### config.mk
export PLATFORM = sky130hd
export DESIGN_NAME = psubsb_seq
export DESIGN_NICKNAME = d
export VERILOG_FILES = /design/src/rtl/psubsb_seq.sv
export SDC_FILE = /design/constraint.sdc
export NUM_CORES = 1
export LEC_CHECK = 0
export ABC_AREA = 1
export CAP_MARGIN = 10
export CORE_UTILIZATION = 45
export CTS_CLUSTER_DIAMETER = 150
export DETAILED_ROUTE_END_ITERATION = 7
export PLACE_DENSITY_LB_ADDON = 0.12
export SYNTH_ARGS = -nofsm -noshare
export SYNTH_HDL_FRONTEND = slang
export SYNTH_SLANG_ARGS = --single-unit
### constraint.sdc
create_clock -name clk -period 4.2 [get_ports clk]
set_input_delay 0.42 -clock clk [delete_from_list [all_inputs] [get_ports clk]]
set_output_delay 0.42 -clock clk [all_outputs]
set_load 0.005 [all_outputs]
### src/rtl/psubsb_seq.sv
// psubsb_seq: multi-cycle saturating parallel sub-word subtractor (PSUBSB).
// Splits the 16-bit operands into four signed 4-bit lanes and computes the
// saturated difference A-B one lane per clock. A valid/ready handshake is used
// on both the operand side and the result side. A per-lane saturation mask is
// returned together with the result.
module psubsb_seq #(
  parameter int LANE_W = 4,  // bits per lane; only 4 is supported
  parameter int LANES  = 4   // lanes per word; LANE_W*LANES must be 16
) (
  input  logic                      clk,
  input  logic                      rst_n,
  input  logic                      in_valid,
  output logic                      in_ready,
  input  logic [LANE_W*LANES-1:0]   A,
  input  logic [LANE_W*LANES-1:0]   B,
  output logic                      out_valid,
  input  logic                      out_ready,
  output logic [LANE_W*LANES-1:0]   RES,
  output logic [LANES-1:0]          sat_mask
);

  localparam int DATA_W     = LANE_W * LANES;
  localparam int LANE_CNT_W = (LANES > 1) ? $clog2(LANES) : 1;

  localparam logic [LANE_CNT_W-1:0] LAST_LANE = LANE_CNT_W'(LANES - 1);
  localparam logic [LANE_W-1:0]     SAT_POS   = {1'b0, {(LANE_W-1){1'b1}}};
  localparam logic [LANE_W-1:0]     SAT_NEG   = {1'b1, {(LANE_W-1){1'b0}}};

  typedef enum logic [1:0] {
    IDLE = 2'd0,
    CALC = 2'd1,
    DONE = 2'd2
  } state_e;

  state_e                  state_q, state_d;
  logic [LANE_CNT_W-1:0]   lane_cnt_q, lane_cnt_d;
  logic [DATA_W-1:0]       a_q, a_d;
  logic [DATA_W-1:0]       b_q, b_d;
  logic [DATA_W-1:0]       res_q, res_d;
  logic [LANES-1:0]        sat_q, sat_d;

  // Operand acceptance happens whenever the upstream handshake completes.
  logic                    accept;

  // Current-lane operands, extended difference and saturated lane result.
  logic [LANE_W-1:0]       lane_a;
  logic [LANE_W-1:0]       lane_b;
  logic [LANE_W:0]         lane_diff;
  logic                    lane_ovf;
  logic [LANE_W-1:0]       lane_res;

  assign accept = in_valid & in_ready;

  // State and datapath registers, all cleared by the asynchronous reset.
  // NOTE: sequential state uses non-blocking assignments so every register
  // samples its _d value from before the edge, independent of statement order.
  // The operand and result registers are reset as well, so an operation
  // interrupted by reset leaves nothing behind.
  always_ff @(posedge clk or negedge rst_n) begin
    if (!rst_n) begin
      state_q    <= IDLE;
      lane_cnt_q <= '0;
      a_q        <= '0;
      b_q        <= '0;
      res_q      <= '0;
      sat_q      <= '0;
    end else begin
      state_q    <= state_d;
      lane_cnt_q <= lane_cnt_d;
      a_q        <= a_d;
      b_q        <= b_d;
      res_q      <= res_d;
      sat_q      <= sat_d;
    end
  end

  // Next-state logic: IDLE -> CALC on accept, CALC -> DONE after the last
  // lane, DONE -> IDLE or straight back to CALC once the result is taken.
  // NOTE: every signal written in a combinational block gets a default first;
  // a path that leaves it unassigned would otherwise infer a latch.
  always_comb begin
    state_d = state_q;
    unique case (state_q)
      IDLE: begin
        if (in_valid) state_d = CALC;
      end
      CALC: begin
        if (lane_cnt_q == LAST_LANE) state_d = DONE;
      end
      DONE: begin
        if (out_ready) state_d = in_valid ? CALC : IDLE;
      end
      default: state_d = IDLE;
    endcase
  end

  // Select the active lane from the latched operands using a constant-index mux.
  always_comb begin
    lane_a = '0;
    lane_b = '0;
    for (int i = 0; i < LANES; i++) begin
      if (lane_cnt_q == LANE_CNT_W'(i)) begin
        lane_a = a_q[i*LANE_W +: LANE_W];
        lane_b = b_q[i*LANE_W +: LANE_W];
      end
    end
  end

  // Sign-extend both lane operands by one bit and subtract. A mismatch between
  // the two top bits of the difference means the true result does not fit in
  // LANE_W signed bits, and the sign bit then tells which rail to clamp to.
  always_comb begin
    lane_diff = {lane_a[LANE_W-1], lane_a} - {lane_b[LANE_W-1], lane_b};
    lane_ovf  = lane_diff[LANE_W] ^ lane_diff[LANE_W-1];
    if (lane_ovf) begin
      lane_res = lane_diff[LANE_W] ? SAT_NEG : SAT_POS;
    end else begin
      lane_res = lane_diff[LANE_W-1:0];
    end
  end

  // Datapath next state: latch operands and clear the result on accept,
  // otherwise fill in one lane per CALC cycle. The lane counter runs past the
  // last lane back to zero, which only happens on the CALC -> DONE step.
  always_comb begin
    a_d        = a_q;
    b_d        = b_q;
    res_d      = res_q;
    sat_d      = sat_q;
    lane_cnt_d = lane_cnt_q;
    if (accept) begin
      a_d        = A;
      b_d        = B;
      res_d      = '0;
      sat_d      = '0;
      lane_cnt_d = '0;
    end else if (state_q == CALC) begin
      for (int i = 0; i < LANES; i++) begin
        if (lane_cnt_q == LANE_CNT_W'(i)) begin
          res_d[i*LANE_W +: LANE_W] = lane_res;
          sat_d[i]                  = lane_ovf;
        end
      end
      lane_cnt_d = lane_cnt_q + 1'b1;
    end
  end

  // Handshake outputs. The result is only exposed in DONE, so partially
  // computed lanes never reach the consumer.
  always_comb begin
    in_ready  = (state_q == IDLE) || ((state_q == DONE) && out_ready);
    out_valid = (state_q == DONE);
    RES       = out_valid ? res_q : '0;
    sat_mask  = out_valid ? sat_q : '0;
  end

endmodule

==> impl_metrics.csv, run 1 <==
group,metric,value,unit
setup_path,cpMostUsedCell,"nand2_1",
yosys,syn_area,2907,um2
global_route,use_met1,0.2657,
route,drt-initial-drc-count,97,
global_route,grt_usage,0.2012,
power,power_density,908.0,nW/um2
global_route,use_met3,0.03736,
cells_and_area,postLayoutCellArea,3567,um2
yosys,syn_area_per_cell,7.813,um2
clocking,holdBufCountCts,0,
route,viasPerCell,4.735,
clocking,cts_setup_buffers,0,
yosys,yosysWarnings,0,
route,routed-via-count,2363,
global_route,grt_use_met2,0.3413,
clocking,clk_path_buf_depth,2,
route,drc,0,
sta,rsz0062_at_grt,"no",
yosys,synth_mux_area_frac,0,
global_route,grt_max_degree,57,
min_path,min_path_type,"in -> async",
floorplan,die_y,82.37,um
floorplan,row_count,28,
yosys,ys_ff_latch,56,
floorplan,core_region_area,6061,um2
place,io_buffers,57,
clocking,cts_resized,0,
cells_and_area,layout_common_cells,"nand2_1 (150), dfrtp_1 (56), clkdlybuf4s50_1 (56)",
sta,fin_skew,0.009409,ns
floorplan,die_area,6784,um2
setup_path,r2r_end,"res_q[0]",
clocking,path_clk_slew,0.10,ns
sta,max_freq,321.5,MHz
global_route,grt_pass1_vias,2278,
yosys,synth.net_count,417,
cells_and_area,area_delta_synth_final,22.73,%
setup_path,reg2reg_setup_slack,1.09,ns
global_route,grt_overflow,0,
floorplan,initial_utilization,0.4796,
yosys,synth_top_family_by_area,"simple AND/OR/NAND/NOR gates",
cells_and_area,final_cell_count_no_fill,499,
global_route,grt_pass1_wl,10.41,mm
clocking,cts_tree,"done",
setup_path,crit_fanout,12,
yosys,yosys.area.top_type,"dfrtp_1",
global_route,antenna_found_initial,0,
cells_and_area,antenna_cells,0,
place,placed_area,3477,um2
global_route,grt-busiest-layer,"met2",
route,wl_per_cell,12.05,um
sta,fin_setup_tns,0,ns
sta,hold_ws,0.2406,ns
yosys,synth_top_area_frac,0.4821,
setup_path,worstSetupStartpointType,"flip-flop",
cells_and_area,utilization,0.5886,
yosys,synth_cells,372,
yosys,synth_compound_area_frac,0.07619,
route,routed_wl,6.014,mm
sta,min_period,3.111,ns
setup_path,arrival,3.31,ns
setup_path,ff2ff_path_depth,17,
yosys,synth-simple-area-share,0.3117,
yosys,synth.area.top_cells,"dfrtp_1 (48%), nand2_1 (19%), inv_1 (4.8%)",
route,dr.pass1.iters,4,
sta,finalSetupViolations,0,
sta,maxSlewHeadroom,0.5265,
cells_and_area,layout_commonest_cell,"nand2_1",
place,dp_cells,491,
sta,hold_viol_final,0,
place,dp_hpwl,4.280,mm
setup_path,reg2reg_from,"lane_cnt_q[1]",
setup_path,startpoint,"lane_cnt_q[1]",
sta,tightest_slew,0.7103,ns
setup_path,slowest_delay,0.41,ns
setup_path,cp_data_required_time,4.40,ns
setup_path,cp-end-kind,"flip-flop",
yosys,synth_adder_area_share,0.04133,
clocking,cts-buffers-inserted,5,
power,peakVddDrop,0.0005783,V
setup_path,path_buf_inv,3,
floorplan,ios,58,
clocking,insertion_delay,0.31,ns
sta,slew_viol_final,0,
clocking,clockRootBuffer,"clkbuf_8",
clocking,clock_sinks,56,
yosys,yosysSeqAreaShare,0.4821,
yosys,yosysUniqueCellTypes,27,
sta,fin_crit_sh,0.7406,
power,p_leak,1.788,nW
clocking,cts-htree-levels,2,
setup_path,crit_slowest_cell,"dfrtp_1",
cells_and_area,final_nets,468,
flow_run,max-cap-violations,0,
floorplan,fp.dieW,82.37,um
route,drtAntennaViolNets,0,
cells_and_area,drive_above_1_share,0.06604,
setup_path,crit_family,"adder cells",
setup_path,crit_chain,"inv_1, ha_1, nor2_2, a22oi_1, a21oi_1, a21oi_1, ha_1, inv_1, fa_1, nand3_2, clkinv_1, nor2_2, nand2_1, nand2_1, nand2_2, nand4_1, nand2_1",
setup_path,path_class,"reg -> reg",
place,routabilityCongestion,0.8307,
yosys,synth_xor_area_frac,0.003013,
run_status,status,"finished clean",
[state kept, by name (all words and copies together), names as in the netlist]
| signal | cells |
|---|---|
| lane_cnt_q | 2 |
| res_q | 16 |
| state_q | 2 |
| b_q | 16 |
| sat_q | 4 |
| a_q | 16 |
[worst max path at each step]
stage | end | slack, ns | depth (start not counted)
global route | res_q[0] | 0.70 | 18
finish | res_q[0] | 1.09 | 17
CTS | res_q[0] | 1.09 | 18
detailed placement | res_q[0] | 1.09 | 18
floorplan | res_q[0] | 1.46 | 20
global placement | res_q[5] | 1.15 | 18
[report_power, final]
part | internal, mW | total (mW) | switching [mW]
clock | 0.135 | 0.302 | 0.167
sequential | 0.811 | 0.964 | 0.153
combinational | 0.693 | 1.97 | 1.28
[metal layers]
layer / wire length (um) / vias to the layer above
li1: - / 1259
met1: 2949 / 1040
met2: 2766 / 55
met3: 212 / 9
met4: 87 / 0
met5: 0 / -
[per-stage QoR]
step                      total power [mW]  setup WS [ns]
final                                3.239          1.089
after global routing                 3.620         0.7022
after CTS                            3.277          1.088
after detailed placement             2.966          1.093
after global placement               2.917          1.153
after floorplan                      2.544          1.461
[final cells by class]
type / instances / area, um2
Timing Repair Buffer: 58 / 573.1
Clock buffer: 8 / 90.09
Multi-Input combinational cell: 262 / 1256
Tap cell: 75 / 93.84
Inverter: 40 / 152.6
Sequential cell: 56 / 1401
Fill cell: 594 / 2494
[cell families after synthesis]
kind of cell,Yosys count
adders and majority gates,9
AOI/OAI and AO/OA,41
DFF,56
xor gates and xnor gates,1
and+or+nand+nor,211
buffers and inverters,54
[cells in the mapped netlist]
cell type	count
buf_4	2
ha_1	8
clkbuf_1	3
nor2_4	3
nand2_2	9
fa_1	1
nand3_1	7
inv_2	1
clkinv_1	1
inv_4	1
nor2_2	2
buf_6	4
nand3_2	1
nand4_1	12
nor2_1	25
or2_2	1
xnor2_1	1
inv_1	37
a21oi_1	11
buf_2	5
nand2_8	1
o21ai_0	15
a22oi_1	5
nand2_1	150
dfrtp_1	56
a21oi_2	1
o21ai_1	9
[worst reg2reg max path, cell delays in order, from the launching register on]
cell      delay (ns)
dfrtp_1         0.41
inv_1           0.10
ha_1            0.39
nor2_2          0.17
a22oi_1         0.24
a21oi_1         0.10
a21oi_1         0.14
ha_1            0.19
inv_1           0.07
fa_1            0.41
nand3_2         0.10
clkinv_1        0.07
nor2_2          0.11
nand2_1         0.09
nand2_1         0.08
nand2_2         0.16
nand4_1         0.13
nand2_1         0.07
Note: power is estimated with default switching activity, not from simulation.
==> inputs of run 2 (changes only) <==
- clock period: 4.2 -> 2.62 ns (I/O delays scaled with it)
==> impl_metrics.csv, run 2 (same netlist as run 1, synthesis figures left out) <==
group,metric,value,unit
run_status,status,"complete, but fails checks",
run_status,failed_checks,"hold timing, setup timing",
sta,hold_ws,-0.002506,ns
clocking,holdBufCountCts,0,
cells_and_area,final_nets,488,
clocking,clk_path_buf_depth,2,
setup_path,crit_fanout,9,
sta,min_period,2.675,ns
clocking,clockRootBuffer,"clkbuf_8",
global_route,antenna_found_initial,0,
route,routed_wl,6.394,mm
setup_path,cp-end-kind,"flip-flop",
cells_and_area,antenna_cells,0,
sta,slew_viol_final,0,
sta,max_freq,373.8,MHz
flow_run,max-cap-violations,0,
place,pre_cts_ws,-0.2824,ns
setup_path,ff2ff_path_depth,18,
sta,fin_setup_tns,-0.5555,ns
setup_path,path_class,"reg -> reg",
sta,fin_ws,-0.05488,ns
sta,fin_skew,0.01056,ns
floorplan,fp.dieW,82.37,um
setup_path,cp_data_required_time,2.82,ns
clocking,cts-buffers-inserted,5,
cells_and_area,top_regs,"a_q (16), b_q (16), res_q (16)",
global_route,grt_usage,0.2152,
sta,rsz0062_at_grt,"yes",
cells_and_area,final_cell_count_no_fill,519,
global_route,grt_max_degree,54,
setup_path,worstSetupStartpointType,"flip-flop",
route,drc,0,
clocking,cts_tree,"done",
setup_path,arrival,2.88,ns
route,dr.pass1.iters,4,
clocking,path_clk_slew,0.10,ns
route,wl_per_cell,12.32,um
min_path,min_path_type,"in -> async",
floorplan,die_area,6784,um2
route,viasPerCell,4.842,
global_route,grt_pass1_vias,2409,
place,io_buffers,57,
route,routed-via-count,2513,
cells_and_area,layout_common_cells,"nand2_1 (147), clkdlybuf4s50_1 (56), dfrtp_1 (55)",
floorplan,core_region_area,6061,um2
floorplan,row_count,28,
sta,hold_viol_final,4,
sta,fin_crit_sh,1.021,
floorplan,initial_utilization,0.4796,
place,dp_hpwl,4.513,mm
cells_and_area,area_delta_synth_final,33.15,%
clocking,clock_sinks,56,
floorplan,ios,58,
cells_and_area,layout_commonest_cell,"nand2_1",
route,drt-initial-drc-count,144,
global_route,grt_overflow,0,
cells_and_area,drive_above_1_share,0.1554,
global_route,grt_pass1_wl,11.05,mm
clocking,cts-htree-levels,2,
clocking,insertion_delay,0.31,ns
place,dp_cells,504,
sta,finalSetupViolations,20,
sta,maxSlewHeadroom,0.5237,
place,routabilityCongestion,0.8688,
sta,tightest_slew,0.7145,ns
route,drtAntennaViolNets,0,
floorplan,die_y,82.37,um
-- run 2: cell types whose count changed in the layout (fill, tap and decap cells not counted), moves of 4 or more --
cell / before / now
ha_1: 8 / 4
inv_2: 1 / 6
nand2_4: 0 / 6
o21ai_1: 9 / 14
o21ai_0: 15 / 9
inv_1: 37 / 32
buf_4: 1 / 18
-- run 2: critical path: stages (launching register included) --
cell	delay, ns
dfrtp_2	0.45
inv_2	0.10
buf_4	0.13
ha_4	0.16
inv_2	0.08
o21ai_1	0.12
a21oi_1	0.05
a21oi_1	0.14
ha_2	0.20
inv_2	0.05
fa_2	0.37
nand3_2	0.10
clkinv_2	0.07
nor2_4	0.14
nand2_4	0.10
nand2_4	0.11
nand2_4	0.08
nand4_1	0.08
nand2_1	0.07
-- run 2: repair_timing --
action                     4_1_cts  5_1_grt
pin swaps                       14       17
resized for setup               30        6
setup endpoints to repair       20       20
setup buffers                    5        1
cloned                           1        0
-- run 2: area by class of cell --
type,count,area [um2]
fillers,571,2191
flip-flops and latches,56,1403
multi-input cells,263,1389
repair buffers,77,740.7
inverters,40,153.9
well taps,75,93.84
clock buffers,8,90.09
-- run 2: worst paths after layout --
kind | start | slack [ns] | to
setup / recovery | lane_cnt_q[0] | -0.05 | res_q[10]
hold / removal | rst_n | -0.003 | res_q[0]
setup reg to reg | lane_cnt_q[0] | -0.05 | res_q[10]
hold reg to reg | res_q[4] | 0.48 | res_q[4]
max in group asynchronous | rst_n | 2.03 | lane_cnt_q[0]
min in group clk | B[5] | 0.47 | b_q[5]
-- run 2: layer usage --
metal  up-vias  share of wire  wire, um  global-route usage
li1       1298              -         -                   -
met1      1149           0.46      2968              0.2786
met2        56           0.48      3093              0.3612
met3        10          0.036       232             0.04505
met4         0          0.015        99             0.06491
met5         -              0         0                   0
-- run 2: stage by stage --
stage / utilization / cell area, um2
6_report: 0.6385 / 3870
2_1_floorplan: - / 2914
5_1_grt: 0.6385 / 3870
3_3_place_gp: 0.5952 / 3607
4_1_cts: 0.6354 / 3851
3_5_place_dp: 0.5952 / 3607
Power of run 2 is not shown: default switching activity piles up to over one toggle a cycle in this logic, so the estimate is an artifact.
==> RTL change (settings of run 1) <==
Re-encode `state_e` (3 states) as one-hot, 3 bits wide.
--- a/src/rtl/psubsb_seq.sv
+++ b/src/rtl/psubsb_seq.sv
@@ -26,10 +26,10 @@
   localparam logic [LANE_W-1:0]     SAT_POS   = {1'b0, {(LANE_W-1){1'b1}}};
   localparam logic [LANE_W-1:0]     SAT_NEG   = {1'b1, {(LANE_W-1){1'b0}}};
 
-  typedef enum logic [1:0] {
-    IDLE = 2'd0,
-    CALC = 2'd1,
-    DONE = 2'd2
+  typedef enum logic [2:0] {
+    IDLE = 3'b001,
+    CALC = 3'b010,
+    DONE = 3'b100
   } state_e;
 
   state_e                  state_q, state_d;
Function: no difference found for any inputs over 10 cycles, from zero or initial values and one cycle with rst_n low; not proved beyond that.
==> RTL change against run 1 <==
Cell count increased by 3.4%. Largest cell class unchanged. Cell area increased by 5.0%. First-iteration DRC count increased by 1.0%. Sequential cell count increased by 1. Routed wire length increased by 3.6%. Fmax decreased by 2.7%. Utilization increased by 0.12 points. Via count increased by 5.9%. Total power increased by 1.4%. Critical endpoint unchanged. Synthesized area increased by 2.0%. Setup slack got worse by 0.086 ns. Die area increased by 1.9%.
==> RTL change: results (changes against run 1) <==
timing:
  period_share_pct: 76.1  # +2.1 points
  skew_ns: 0.00599  # -0.00342 ns
  tightestPinTransition_ns: 0.703  # -0.00775 ns
  setup_tns_ns: 0  # unchanged
yosys:
  synth_cell_types: 29  # +7.4%
  ys_top_cells_by_area: "dfrtp_1 (47%), nand2_1 (20%), inv_1 (4.3%)"
  synth_area_per_cell_um2: 7.82  # about the same
  synth-seq-area-share_pct: 48.2  # -0.050 points
  syn-num-nets: 424  # +1.7%
  synth_common_cells: "nand2_1 (156), dfrtp_1 (56), inv_1 (34)"
global_route:
  antenna_found_initial: 0  # unchanged
  grt_pass1_wl_um: 11000  # +6.0%
  grt_start_max_net_pins: 58  # +1.8%
  track_usage_pct: 20.3  # +0.22 points
  grt_pass1_vias: 2381  # +4.5%
clocking:
  cts_made_buffers: 9  # +4
  insertion_delay_ns: 0.33  # +0.02 ns
  cts.htree.levels: 3  # +1
  root_buffer: "clkbuf_8"
  clk_pin_slew_ns: 0.06  # -0.04 ns
worst_setup_path:
  arrival_ns: 3.42  # +0.11 ns
  crit_slowest_cell: "fa_1"
  rr_worst_depth: 18  # +1
  r2r_end: "res_q[0]"
  reg2reg_slack_ns: 1.00  # -0.09 ns
  slowest_delay_ns: 0.40
  cp_max_fo: 12  # unchanged
finish:
  final_nets: 479  # +2.4%
  n_fill_cell: 596  # +0.34%
  drive_gt1_share_pct: 9.57  # +3.0 points
  diodes: 0  # unchanged
status:
  status: "finished, final reports clean"
drt:
  wl_um: 6230  # +3.6%
  via_per_inst: 4.85  # +2.4%
  initialDrtViolationCount: 98  # +1.0%
  routedWlPerCell_um: 12.1  # +0.21%
power:
  peakVddDrop_uv: 572  # -1.0%
  power_leakage_nw: 1.87  # +4.7%
  switching_power_mw: 1.55  # -3.3%
placement:
  finalWeightedCongestion: 0.837  # +0.72%
  dp.cells: 500  # +1.8%
  dp_hpwl_um: 4390  # +2.5%
hold_path:
  hold_class: "primary input to asynchronous set/reset pin"
RTL change: power by group through the flow:
stage          Combinational [mW]  Clock (mW)  Sequential [mW]
2_1_floorplan                1.48           0            0.906
3_3_place_gp                 1.77           0            0.953
3_5_place_dp                 1.81           0            0.957
4_1_cts                      1.81       0.538            0.952
5_1_grt                      2.08       0.569            0.979
6_report                     1.80       0.533            0.949
RTL change: final cells by class:
type / instances / area (um^2) / area share, %
sequential: 57 / 1430 / 38.1
multi-input combinational: 268 / 1290 / 34.4
clock inverter: 2 / 35.0 / 0.936
tap: 77 / 96.3 / 2.57
clock buffer: 14 / 173 / 4.61
inverter: 40 / 153 / 4.08
timing repair buffer: 58 / 573 / 15.3
RTL change: critical path, delay by kind of cell (launching register included):
family,cells,cell delay (ns)
flops,1,0.38
compound gates,3,0.33
fa+ha+maj,3,0.91
buf+inv,3,0.22
simple gates,9,1.24
RTL change: layer usage:
metal	vias up	part of all wire, %	track usage [%]
met5	-	0	0
met4	0	2.1	10.5
met3	11	3.2	4.97
met2	61	48	32.0
met1	1139	47	26.1
li1	1292	-	-
RTL change: how the worst max path moves through the flow:
stage,to,slack (ns),cells past startpoint
3_5_place_dp,res_q[0],0.98,18
3_3_place_gp,res_q[1],1.03,18
2_1_floorplan,res_q[14],1.41,20
4_1_cts,res_q[0],0.97,18
6_report,res_q[0],1.00,18
5_1_grt,res_q[2],0.65,18
RTL change: logic make-up (layout without fill, tap and decap cells):
family          after synthesis  after routing  share of synthesized area [%]
simple gates                219            219                           31.8
flops                        57             57                           48.2
buf+inv                      54            114                           8.40
compound gates               39             39                           7.26
fa+ha+maj                     9              9                           4.05
xor+xnor                      1              1                          0.296
RTL change: per-stage QoR:
stage                     util (%)  hold WS (ns)  power (mW)  setup slack, ns  area (um^2)
after global placement        55.7         0.460        2.72             1.03         3540
after detailed placement      55.7         0.460        2.76            0.975         3540
after floorplan                  -         0.124        2.39             1.41         2960
after global routing          59.0         0.283        3.63            0.647         3740
after CTS                     59.0         0.254        3.30            0.975         3740
final                         59.0         0.226        3.28             1.00         3740
